$ cat config.mk
export PLATFORM = sky130hd
export DESIGN_NAME = start_button_conditioner_flat
export DESIGN_NICKNAME = d
export VERILOG_FILES = /design/src/rtl/start_button_conditioner_if.sv /design/src/rtl/start_button_conditioner.sv /design/src/flat_wrapper.sv
export SDC_FILE = /design/constraint.sdc
export NUM_CORES = 1
export LEC_CHECK = 0
export ABC_CLOCK_PERIOD_IN_PS = 3650
export CAP_MARGIN = 20
export CORE_AREA = 2 2 39 41
export CTS_CLUSTER_DIAMETER = 150
export CTS_CLUSTER_SIZE = 16
export DETAILED_ROUTE_END_ITERATION = 8
export DIE_AREA = 0 0 41 43
export DONT_BUFFER_PORTS = 1
export PLACE_DENSITY = 0.41
export SETUP_SLACK_MARGIN = 0.3
export SLEW_MARGIN = 40
export SYNTH_ARGS = -nofsm -noshare
export SYNTH_HDL_FRONTEND = slang
export SYNTH_SLANG_ARGS = --single-unit
$ cat constraint.sdc
create_clock -name clk -period 3.65 [get_ports clk]
set_input_delay 1.095 -clock clk [delete_from_list [all_inputs] [get_ports clk]]
set_output_delay 1.095 -clock clk [all_outputs]
set_load 0.05 [all_outputs]
$ cat src/rtl/start_button_conditioner_if.sv
// start_button_conditioner_if: raw key in, conditioned strobe/level/busy out
interface start_button_conditioner_if;
  logic button_in;
  logic start_pulse;
  logic button_level;
  logic busy;
  modport master (output button_in, input start_pulse, button_level, busy);
  modport slave (input button_in, output start_pulse, button_level, busy);
endinterface

$ cat src/rtl/start_button_conditioner.sv
// start_button_conditioner: sync, debounce and one-shot a raw key into a start strobe; START_HOLDOFF_EN adds a post-pulse hold-off
module start_button_conditioner #(
  parameter int DEBOUNCE_CYCLES = 16,
  parameter int HOLDOFF_CYCLES = 31,
  parameter bit BUTTON_ACTIVE_LOW = 1'b1
) (
  input logic clk,
  input logic reset,
  start_button_conditioner_if.slave btn
);
  localparam int CW = $clog2(DEBOUNCE_CYCLES) + 1;
  localparam logic [CW-1:0] LAST = CW'(DEBOUNCE_CYCLES - 1);
  localparam logic [CW-1:0] ONE = CW'(1);
  typedef enum logic [1:0] {REL, PRESS_CHK, PRS, REL_CHK} state_t;
  state_t state, state_nx;
  logic [CW-1:0] cnt, cnt_nx;
  logic s1, s2, p, accept, pulse, level, busy;
  if (DEBOUNCE_CYCLES < 2 || HOLDOFF_CYCLES < 1) begin : g_bad_params
    $error("start_button_conditioner: DEBOUNCE_CYCLES must be >= 2 and HOLDOFF_CYCLES >= 1");
  end
  assign p = s2 ^ BUTTON_ACTIVE_LOW;
  always_ff @(posedge clk or negedge reset)
    if (!reset) begin
      s1 <= BUTTON_ACTIVE_LOW;
      s2 <= BUTTON_ACTIVE_LOW;
      state <= REL;
      cnt <= '0;
      level <= 1'b0;
      pulse <= 1'b0;
    end else begin
      s1 <= btn.button_in;
      s2 <= s1;
      state <= state_nx;
      cnt <= cnt_nx;
      level <= state_nx == PRS || state_nx == REL_CHK;
      pulse <= accept & ~busy;
    end
  always_comb begin
    state_nx = REL;
    cnt_nx = '0;
    accept = 1'b0;
    case (state)
      REL: begin
        state_nx = p ? PRESS_CHK : REL;
        cnt_nx = p ? ONE : '0;
      end
      PRESS_CHK: begin
        accept = p && cnt == LAST;
        state_nx = !p ? REL : accept ? PRS : PRESS_CHK;
        cnt_nx = (!p || accept) ? '0 : cnt + ONE;
      end
      PRS: begin
        state_nx = p ? PRS : REL_CHK;
        cnt_nx = p ? '0 : ONE;
      end
      REL_CHK: begin
        state_nx = p ? PRS : cnt == LAST ? REL : REL_CHK;
        cnt_nx = (p || cnt == LAST) ? '0 : cnt + ONE;
      end
      default: begin
        state_nx = REL;
        cnt_nx = '0;
      end
    endcase
  end
`ifdef START_HOLDOFF_EN
  localparam int HW = $clog2(HOLDOFF_CYCLES + 1);
  logic [HW-1:0] hcnt;
  // an accept edge landing while busy (including the edge busy falls) is dropped, not queued
  always_ff @(posedge clk or negedge reset)
    if (!reset) begin
      hcnt <= '0;
      busy <= 1'b0;
    end else if (accept && !busy) begin
      hcnt <= HW'(HOLDOFF_CYCLES);
      busy <= 1'b1;
    end else if (busy) begin
      hcnt <= hcnt - HW'(1);
      busy <= hcnt != HW'(1);
    end
`else
  assign busy = 1'b0;
`endif
  assign btn.start_pulse = pulse;
  assign btn.button_level = level;
  assign btn.busy = busy;
endmodule
$ cat src/flat_wrapper.sv
// flat-port wrapper written by rule: the top's interface ports become plain ports
module start_button_conditioner_flat 
#(
  parameter int DEBOUNCE_CYCLES = 16,
  parameter int HOLDOFF_CYCLES = 31,
  parameter bit BUTTON_ACTIVE_LOW = 1'b1
)
  (clk, reset, btn_button_in, btn_start_pulse, btn_button_level, btn_busy);
  start_button_conditioner_if btn_i ();
  input logic clk;
  input logic reset;
  input wire logic [$bits(btn_i.button_in)-1:0] btn_button_in;
  output wire logic [$bits(btn_i.start_pulse)-1:0] btn_start_pulse;
  output wire logic [$bits(btn_i.button_level)-1:0] btn_button_level;
  output wire logic [$bits(btn_i.busy)-1:0] btn_busy;
  assign btn_i.button_in = btn_button_in;
  assign btn_start_pulse = btn_i.start_pulse;
  assign btn_button_level = btn_i.button_level;
  assign btn_busy = btn_i.busy;
  start_button_conditioner #(.DEBOUNCE_CYCLES(DEBOUNCE_CYCLES), .HOLDOFF_CYCLES(HOLDOFF_CYCLES), .BUTTON_ACTIVE_LOW(BUTTON_ACTIVE_LOW)) u_core (.clk(clk), .reset(reset), .btn(btn_i));
endmodule
* Word-level counts from Yosys, hierarchy flattened
Index checks and enable logic that the tools add are counted.
Storage, ports and cells: register bits 11, input bits 3, output and inout bits 3, word-level logic and storage cells 32
Cells by class: $add $sub $neg 1, eq/ne operators 6, multiplexer cells 13, bitwise logic cells 1, reduce and logical (&&, ||, !) cells 5
Operators with widths (count):
- 5-bit one-hot mux with 4 select lines | 1
- 5-bit two-way mux | 2
- 2-bit == test, second input constant | 4
- 2-bit two-way mux | 4
- 2-bit one-hot mux with 4 select lines | 1
- 5-bit by 1-bit adder with 5-bit output, second input constant | 1
- 5-bit by 4-bit == test with 1-bit output, second input constant | 1
- 1-bit two-way mux | 5
- 1-bit logical OR | 3
- 2-bit by 1-bit == test with 1-bit output, second input constant | 1
- 2-bit logical NOT | 1
- 1-bit logical AND | 1
- 1-bit NOT | 1

* Depth between registers and ports, before layout
depth after elaboration 7, gate-level depth with buffers 6, depth with buffers taken out 6

* Least setup slack after synthesis
No wires, ideal clock.
path type register -> output, from register, netlist name u_core.state[1], to output port btn_button_level, arrival time 0.642 ns, setup slack 1.913 ns, cell stages (with the launch flop) 1, buffers on the path 0, path through dfrtp_1
RTL lines:
- to (decl) | RTL line flat_wrapper.sv:14 | output wire logic [$bits(btn_i.button_level)-1:0] btn_button_level;

==> results.py <==
metrics = {
    "run_status": {
        "status": "finished, final reports clean",
    },
    "floorplanning": {
        "num_rows": 14,
        "start_util_pct": 29.4,
        "pin_count": 6,
        "fp.dieW_um": 41,
        "dieArea_sq_um": 1760,
        "die_h_um": 43,
        "fp.coreArea_sq_um": 1380,
    },
    "layout": {
        "diodes": 0,
        "syn_to_final_growth_pct": 12.0,
        "drive_gt1_share_pct": 18.9,
        "seqCellArea_sq_um": 253,
        "fin_nets": 44,
        "n_fill_cell": 140,
        "multiInputGateArea_sq_um": 139,
    },
    "yosys": {
        "synth_edf_count": 0,
        "synthFlopType": "dfrtp_1",
        "postSynthCellCount": 34,
        "ys_async_sr_fraction_pct": 100,
        "synth_simple_gate_area_share_pct": 13.2,
        "ys_warn_count": 0,
        "synth_top_area_cell": "dfrtp_1",
        "synth-xor-area-share_pct": 6.46,
        "synth-seq-cells": 10,
        "yosys-mux-area-fraction_pct": 0,
        "synth_top_family_by_area": "simple AND/OR/NAND/NOR gates",
        "avgSynthCellArea_sq_um": 12.0,
        "seq_area_frac_synth_pct": 62.2,
        "synth_fa_ha_area_share_pct": 9.23,
        "synth-compound-area-share_pct": 4.31,
        "synthDominantCellAreaShare_pct": 49.2,
        "ys_top_cells_by_count": "dfrtp_1, nor2_1, ha_1",
        "syn_nets": 40,
        "synthTopCellsByArea": "dfrtp_1, dfstp_2, ha_1",
        "netlist_area_sq_um": 407,
        "synth.most_common_cell": "dfrtp_1",
        "synth_cell_type_count": 17,
    },
    "pwr": {
        "p_per_area_nw_per_um2": 487,
        "cellLeakagePower_nw": 0.215,
        "report.power.total_mw": 0.222,
        "worst_ir_drop_vdd_mv": 0.189,
    },
    "critical_path": {
        "crit_fanout": 4,
        "worstSetupPathType": "reg -> out",
        "end_kind": "primary output",
        "crit_arrival_ns": 0.94,
        "required_ns": 2.55,
        "cp-start-kind": "register",
    },
    "sta": {
        "skew_ns": 0.00200,
        "rsz0062_at_grt": "no",
        "max_slew_margin_pct": 64.6,
        "period_needed_ns": 2.03,
        "finalSetupViolCount": 0,
        "finalMaxSlewViolations": 0,
        "hold_viol": 0,
        "fin_tns_setup_ns": 0,
        "fmax_mhz": 492,
        "fin_ws_ns": 1.62,
        "period_share_pct": 55.7,
        "worstMarginPinSlew_ns": 0.530,
    },
    "clock_tree": {
        "post-cts-setup-buffers": 0,
        "cts_resized": 0,
        "clock_path_buffers": 2,
        "cts_root_buf": "clkbuf_4",
        "cts_made_buffers": 3,
        "holdBufCountCts": 0,
        "clock_latency_ns": 0.26,
        "clk_pin_slew_ns": 0.06,
        "cts_tree": "built",
        "htree_levels": 1,
        "clock_sinks": 10,
    },
    "placed_design": {
        "place_hpwl_um": 418,
        "place.gp.congestion": 0.724,
        "dp_slack_ns": 1.90,
        "numPortBuffers": 0,
    },
    "grt": {
        "grt_pass1_vias": 239,
        "grt_max_degree": 11,
        "track_usage_pct": 8.95,
        "grt_overflow_total": 0,
        "grt_pass1_wl_um": 910,
        "grt_antenna_before_repair": 0,
    },
    "route": {
        "routed_wl_um": 557,
        "drcViolationCount": 0,
        "drt.antenna.violating_nets": 0,
        "drt-vias-per-instance": 4.25,
        "wl_per_cell_um": 10.5,
        "drtPass1Iterations": 2,
        "first_iter_violations": 5,
        "vias": 225,
    },
    "job": {
        "max-cap-violations": 0,
    },
    "min_path": {
        "holdCritPathClass": "reg -> reg",
    },
}
[cell usage in the layout (no fill, tap or decap), types with 2 or more instances in the layout]
cell type	instances
nand2_1	2
clkbuf_4	3
nor2_1	5
dfstp_2	2
inv_1	2
dfrtp_1	8
ha_1	3
xor2_1	2
[sequential cells by signal (all words and copies together) (netlist names)]
signal	cells
u_core.s2	1
u_core.cnt	5
u_core.btn.start_pulse	1
u_core.state	2
u_core.s1	1
[worst paths after layout]
| path | start | end | slack, ns | depth (start not counted) |
|---|---|---|---|---|
| min in group asynchronous | reset | u_core.cnt[1] | 0.52 | 0 |
| worst max register to register | u_core.cnt[0] | u_core.cnt[2] | 2.03 | 5 |
| worst min-delay path | u_core.s1 | u_core.s2 | 0.36 | 0 |
| max in group asynchronous | reset | u_core.s1 | 2.96 | 0 |
| worst min register to register | u_core.s1 | u_core.s2 | 0.36 | 0 |
| worst max-delay path | u_core.state[1] | btn_button_level | 1.62 | 0 |
[cells by family after synthesis]
| kind of cell | after synthesis |
|---|---|
| other | 1 |
| flip-flops | 10 |
| XOR/XNOR | 3 |
| buffers and inverters | 3 |
| adder cells (fa/ha/maj) | 3 |
| AO/OA/AOI/OAI | 3 |
| AND/OR/NAND/NOR | 11 |
[metal layers]
metal / part of all wire (%) / GRT usage (%)
met5: 0 / 0
met4: 2.0 / 12.0
met3: 5.6 / 3.14
met2: 50 / 11.9
met1: 42 / 8.72
[metrics by stage]
step | cells | utilization, % | hold slack (ns) | instance area, sq um
floorplan | 34 | - | 0.345 | 407
global placement | 49 | 30.3 | 0.348 | 419
detailed placement | 49 | 30.3 | 0.349 | 419
CTS | 53 | 32.9 | 0.359 | 455
global route | 53 | 32.9 | 0.366 | 455
finish | 53 | 32.9 | 0.357 | 455
[final cells by class]
| type | count | share of cell area [%] |
|---|---|---|
| clock buffers | 4 | 7.97 |
| inverters | 2 | 1.65 |
| flip-flops and latches | 10 | 55.5 |
| multi-input cells | 21 | 30.5 |
| well taps | 16 | 4.40 |
[where the power goes]
| group | switching [mW] | internal (mW) |
|---|---|---|
| sequential | 0.00249 | 0.115 |
| clock | 0.0364 | 0.0605 |
| combinational | 0.00482 | 0.00288 |
No activity file was read; power rests on OpenSTA's default activity.
